===== src/rtl/afifo_wr_arbiter.sv =====
// Round-robin arbiter sharing one async-FIFO write port among NUM_REQ
// requesters in the write-clock domain.
//
// Ports:
//   wclk, wrst_n   write clock, async active-low reset
//   req_valid      per-requester beat valid
//   req_data       per-requester data, requester i at [i*DATA_WIDTH +: DATA_WIDTH]
//   req_last       per-requester last-beat-of-burst flag
//   req_ready      one-hot per-requester beat accept
//   wfull          FIFO full flag
//   winc, wdata    FIFO write enable and data
//   grant_id       index of the current grant holder
//   grant_vld      a grant is active
//   stall_cnt      saturating count of cycles lost to wfull
module afifo_wr_arbiter #(
   parameter int NUM_REQ     = 4,
   parameter int DATA_WIDTH  = 32,
   parameter int MAX_BURST   = 8,
   parameter int STALL_CNT_W = 16,
   localparam int IW         = $clog2(NUM_REQ)
) (
   input  logic                          wclk,
   input  logic                          wrst_n,
   input  logic [NUM_REQ-1:0]            req_valid,
   input  logic [NUM_REQ*DATA_WIDTH-1:0] req_data,
   input  logic [NUM_REQ-1:0]            req_last,
   output logic [NUM_REQ-1:0]            req_ready,
   input  logic                          wfull,
   output logic                          winc,
   output logic [DATA_WIDTH-1:0]         wdata,
   output logic [IW-1:0]                 grant_id,
   output logic                          grant_vld,
   output logic [STALL_CNT_W-1:0]        stall_cnt
);

   typedef enum logic {IDLE, GRANT} state_t;

   state_t                state;
   logic [IW-1:0]         rr_ptr;
   logic [IW-1:0]         winner;
   logic [IW-1:0]         next_ptr;
   logic                  found;
   logic [7:0]            beat_cnt;
   logic                  cur_valid;
   logic                  cur_last;
   logic [DATA_WIDTH-1:0] cur_data;
   logic                  in_grant;
   logic                  last_beat;
   int                    idx;

   // Mux the grant holder's request signals.
   always_comb begin
      cur_valid = 1'b0;
      cur_last  = 1'b0;
      cur_data  = '0;
      for (int i = 0; i < NUM_REQ; i++) begin
         if (grant_id == IW'(i)) begin
            cur_valid = req_valid[i];
            cur_last  = req_last[i];
            cur_data  = req_data[i*DATA_WIDTH +: DATA_WIDTH];
         end
      end
   end

   // First valid requester searching upward from rr_ptr, with wrap.
   always_comb begin
      winner = '0;
      found  = 1'b0;
      idx    = 0;
      for (int k = 0; k < NUM_REQ; k++) begin
         idx = int'(rr_ptr) + k;
         if (idx >= NUM_REQ)
            idx = idx - NUM_REQ;
         if (!found && req_valid[idx]) begin
            found  = 1'b1;
            winner = IW'(idx);
         end
      end
   end

   assign in_grant  = (state == GRANT);
   assign winc      = in_grant & cur_valid & ~wfull;
   assign wdata     = winc ? cur_data : '0;
   assign last_beat = cur_last | (beat_cnt == 8'(MAX_BURST - 1));
   assign next_ptr  = (grant_id == IW'(NUM_REQ - 1)) ? '0 : grant_id + 1'b1;

   always_comb begin
      req_ready = '0;
      if (in_grant)
         req_ready[grant_id] = ~wfull;
   end

   always_ff @(posedge wclk or negedge wrst_n) begin
      if (!wrst_n) begin
         state     <= IDLE;
         grant_vld <= 1'b0;
         grant_id  <= '0;
         rr_ptr    <= '0;
         beat_cnt  <= '0;
         stall_cnt <= '0;
      end else begin
         case (state)
            IDLE: begin
               if (found) begin
                  state     <= GRANT;
                  grant_id  <= winner;
                  grant_vld <= 1'b1;
                  beat_cnt  <= '0;
               end
            end
            GRANT: begin
               if (winc) begin
                  if (last_beat) begin
                     state     <= IDLE;
                     grant_vld <= 1'b0;
                     rr_ptr    <= next_ptr;
                     beat_cnt  <= '0;
                  end else begin
                     beat_cnt  <= beat_cnt + 8'd1;
                  end
               end
            end
            default: state <= IDLE;
         endcase
         // A stall only counts when the holder actually had a beat ready.
         if (in_grant && cur_valid && wfull && !(&stall_cnt))
            stall_cnt <= stall_cnt + 1'b1;
      end
   end

endmodule

===== config.mk =====
export PLATFORM = sky130hd
export DESIGN_NAME = afifo_wr_arbiter
export DESIGN_NICKNAME = d
export VERILOG_FILES = /design/src/rtl/afifo_wr_arbiter.sv
export SDC_FILE = /design/constraint.sdc
export NUM_CORES = 1
export LEC_CHECK = 0
export CAP_MARGIN = 20
export CORE_MARGIN = 1
export CORE_UTILIZATION = 35
export DETAILED_ROUTE_END_ITERATION = 16
export PLACE_DENSITY = 0.85
export SETUP_SLACK_MARGIN = 0.1
export SYNTH_ARGS = -nofsm -noshare
export SYNTH_HDL_FRONTEND = slang
export SYNTH_SLANG_ARGS = --single-unit
export TNS_END_PERCENT = 10

===== constraint.sdc =====
create_clock -name wclk -period 3 [get_ports wclk]
set_input_delay 0.9 -clock wclk [delete_from_list [all_inputs] [get_ports wclk]]
set_output_delay 0.9 -clock wclk [all_outputs]
set_load 0.02 [all_outputs]

* Word level (Yosys, flattened, before mapping)
Cells that the tools add are included.
** Storage, ports and cells
- Flip-flop bits (word level) :: 30
- Bits in latches :: 0
- Bits in writable memories :: 0
- ROM bits :: 0
- Input port bits :: 139
- Word-level logic and storage cells :: 109
- Memories :: 0
** Operators by class
- $add $sub $neg :: 10
- Multiply operators :: 0
- Div/mod/pow operators :: 0
- $lt $le $gt $ge :: 10
- Equality and inequality tests :: 7
- Shifts and indexed selects :: 0
- Multiplexer cells :: 53
- Bitwise gates (word level) :: 6
- Reductions and logical operators :: 17
** Operators by type and width (count)
- $mux 32 :: 9
- $lt 32x4->1 const B :: 4
- $mux 1 :: 27
- $mux 8 :: 3
- $add 16x1->16 const B :: 1
- $pmux 8 s2 :: 1
- $reduce_and 16->1 :: 1
- $sub 3x3->4 const B :: 3
- $mux 2 :: 5
- $ge 3x3->1 const B :: 3
- $add 8x1->8 const B :: 1
- $bmux 1 s2 :: 4
- $eq 8x3->1 const B :: 1
- $logic_and 1x1->1 :: 7
- $add 2x2->3 const B :: 2
- $reduce_and 3->1 :: 2
- $and 4x4->4 :: 1
- $eq 2x2->1 const B :: 2
- $logic_not 1->1 :: 4
- $mux 4 :: 1
- $ne 2x2->1 const B :: 2
- $pmux 1 s2 :: 2
- $reduce_and 2->1 :: 2
- $sub 2x3->4 const B :: 1
- 12 further kinds :: 14

* Longest topological paths before layout
- Word-level depth :: 17
- Gate-level depth with buffers :: 11
- Depth with buffers taken out :: 9

* Worst setup path after synthesis
Ideal clock, no wire load.
- Path type :: reg-to-output
- From :: register grant_id[1]
- To :: output wdata[10]
- Data arrival time :: 2018 ps
- Setup slack :: 82 ps
- Stages on the path, launching flop included :: 11
- Cells stage by stage :: dfrtp_1 inv_1 ha_1 buf_4 nor2b_1 buf_2 clkbuf_1 a221oi_1 nor3_1 a21oi_1 nor2_1
** On the way
- Cells in the longest elaborated chain, start to end :: 8
** RTL lines
- start, declared :: line 31 : output logic [IW-1:0] grant_id,
- start signal, assigned :: line 106 : grant_id <= winner;
- $logic_not 2->1 :: line 57 : if (grant_id == IW'(i)) begin
- $mux 1 (4 in series) :: line 57
- $and 1x1->1 (2 in series) :: line 82 : assign winc = in_grant & cur_valid & ~wfull;
- $mux 32 (*) :: line 83 : assign wdata = winc ? cur_data : '0;
- end, declared :: line 30 : output logic [DATA_WIDTH-1:0] wdata,
Every way passes the cells marked *; elsewhere a longest branch is shown, timed or not.

* Worst setup path in the final report
- From :: input req_data[48]
- To :: output wdata[16]
** On the way
- Cells in the longest elaborated chain, start to end :: 4
** RTL lines
- start, declared :: line 25 : input logic [NUM_REQ*DATA_WIDTH-1:0] req_data,
- $mux 32 (3 in series) :: line 57
- $mux 32 :: line 83
No other way between the ends.

==> flow_summary.toml <==
[detailed_routing]
via_per_inst = 5.542
drt-wirelength-per-cell_um = 18.12
drtIter0Drc = 192
firstDrtPassIters = 5
via_count = 3785
drcViolationCount = 0
drtAntennaViolNets = 0
routed_wl_um = 12380

[worst_setup_path]
cp_data_required_time_ns = 2.10
slowest_delay_ns = 0.43
worstSetupStartpoint = "req_data[48]"
crit_arrival_ns = 2.16
crit_fanout = 1
worstRegToRegCells = 13
end_kind = "output pin"
worst_r2r_startpoint = "grant_id[1]$_DFFE_PN0P_"
startpoint_type = "input port"
cp_cell_sequence = "clkdlybuf4s50_1 > a221oi_2 > nor3_1 > a21oi_1 > nor2_1 > buf_2"
critPathKind = "in -> out"
crit_family = "buffers and inverters"
cp_num_cells = 6
slowest_stage = "clkdlybuf4s50_1"
cp.buffers_inverters = 2

[timing]
setup_ws_ns = -0.06055
setup_viol = 20
maxSlewViolCount = 0
skew_ns = 0.01081
period_share = 1.020
worst_pin_slew_ns = 0.7168
hold_viol = 0
setup_tns_ns = -0.5861
rsz0062_at_grt = "true"
slew_headroom = 0.5204
max_freq_mhz = 326.7
min_period_ns = 3.061

[global_route]
overflow = 0
first_global_vias = 3461
antenna_found_initial = 0
grt_pass1_wl_um = 17230
grt_usage = 0.2866
grt_max_degree = 43

[clock_tree]
cts_tree = "built"
h-tree-depth = 2
numCtsBuffers = 5
cts.sinks = 30
path_clk_slew_ns = 0.07
clk_path_buf_depth = 2
ctsRootBufferMaster = "clkbuf_8"
insertion_delay_ns = 0.28
hold_buffers = 0

[die]
start_util = 0.3622
die_area_um2 = 7898
die_w_um = 88.87
row_count = 31
die_y_um = 88.87
io_pins = 195
core_area_um2 = 7292

[cells_and_area]
nets = 728
antenna_cells = 0
drive_above_1_share = 0.2586
layout.cells.non_filler = 683
fillerInstances = 530
syn2layout_area_growth_pct = 105.3
final_core_util = 0.7437
fin_area_um2 = 5423

[logic_synthesis]
ys_warn_count = 0
ys_async_sr_fraction = 1.000
syn-instance-count = 349
syn-num-nets = 494
synth_seq_cells = 30
synth_area_leaders = "dfrtp_1 28%, a221oi_1 11%, a21oi_1 8.5%"
ys.flop_type = "dfrtp_1"
synth-edff-count = 0
avgSynthCellArea_um2 = 7.568
synth_most_common_cell = "a21oi_1"
ys_seq_area_frac = 0.2842
synth_area_leader_cell = "dfrtp_1"
yosys-top-cells-count = "45 x a21oi_1, 36 x nor2_1, 36 x nor2b_1, 32 x a221oi_1, 32 x nor3_1"
syn-cell-area_um2 = 2641
synth_top_area_share = 0.2842
synth_cell_type_count = 40

[pwr]
peakVddDrop_mv = 0.6867
powerDensity_nw_per_um2 = 817.9
p_leak_nw = 2.267

[placement]
gp_congestion = 0.8317
placed_cells = 653
portBuffers = 194
dpl_cell_area_um2 = 4966
dp.final_hpwl_um = 8717

[min_path]
min_path_type = "reg -> reg"
hold_path_depth = 1
worstHoldStart = "stall_cnt[8]$_DFFE_PN0P_"

[job]
maxCapViolations = 0

[run_status]
status = "finished, violations left"
violations = "setup timing"
## registers in the layout (all words and copies together) (netlist names)
name,count
grant_vld,1
grant_id,2
stall_cnt,16
beat_cnt,8
rr_ptr,2
in_grant,1
## cell type report
class / instances / area [um2] / area share
clock buffers: 6 / 82.58 / 0.01523
clock inverters: 2 / 12.51 / 0.002307
inverters: 6 / 22.52 / 0.004153
multi-input cells: 284 / 1987 / 0.3664
flip-flops and latches: 30 / 750.7 / 0.1384
well taps: 99 / 123.9 / 0.02284
repair buffers: 256 / 2444 / 0.4506
## cell usage in the layout, fill, tap and decap left out, types with 3 or more instances in the layout
cell type / n
buf_4: 56
and3_1: 6
inv_1: 3
a21oi_1: 40
nor2_1: 28
dlygate4sd2_1: 8
a221oi_1: 20
clkdlybuf4s50_1: 150
and2_1: 7
nor3_2: 4
nand4b_1: 3
dfrtp_1: 30
nand3_1: 12
nor2b_1: 35
nor3_1: 28
buf_2: 20
xnor2_1: 12
o21ai_0: 12
buf_12: 7
nand4_1: 7
inv_2: 3
buf_6: 8
clkbuf_8: 6
xor2_1: 3
nand2_1: 8
a21oi_2: 4
nor2_2: 5
nor2_4: 3
a221oi_2: 13
ha_4: 4
## through the flow
step                      worst slack (ns)  power [W]  hold WS (ns)
final                             -0.06055   0.004435        0.4969
after global routing               -0.1226   0.004699        0.5196
after CTS                         -0.05021   0.004206        0.4941
after detailed placement           -0.7539   0.003463        0.4831
after global placement             -0.6406   0.003388        0.4772
after floorplan                    0.08176   0.002202        0.4711
## repair_timing
item | in CTS | in global routing
resized for setup | 204 | 16
cloned | 3 | 0
pin swaps | 15 | 2
setup endpoints to repair | 37 | 33
setup buffers | 16 | 3
hold endpoints to repair | 0 | 0
## where the power goes
group | internal [W] | switching [W]
sequential | 0.000494 | 0.000112
combinational | 0.00171 | 0.00177
clock | 0.000184 | 0.000167
total | 0.00238 | 0.00205
## worst paths after layout
check | slack (ns) | end
setup / recovery | -0.06 | wdata[16]
hold / removal | 0.50 | stall_cnt[8]$_DFFE_PN0P_
setup reg to reg | 0.35 | stall_cnt[14]$_DFFE_PN0P_
hold reg to reg | 0.50 | stall_cnt[8]$_DFFE_PN0P_
max in group asynchronous | 1.69 | stall_cnt[5]$_DFFE_PN0P_
min in group asynchronous | 1.01 | grant_vld$_DFFE_PN0P_
## routing by layer
layer,share of wire,track usage,vias up
li1,-,-,1766
met1,0.40,0.3487,1824
met2,0.51,0.5112,167
met3,0.067,0.04478,28
met4,0.026,0.1012,0
met5,0,0,-
## kinds of logic (layout without fill, tap and decap cells)
group | after synthesis | count (layout) | share of synthesized area
adder cells (fa/ha/maj) | 6 | 6 | 0.02842
multiplexers | 3 | 3 | 0.01232
flip-flops | 30 | 30 | 0.2842
buffers and inverters | 35 | 270 | 0.05542
AO/OA/AOI/OAI | 100 | 100 | 0.2482
AND/OR/NAND/NOR | 160 | 160 | 0.3217
XOR/XNOR | 15 | 15 | 0.04974
Note: power is estimated with default switching activity, not from simulation.
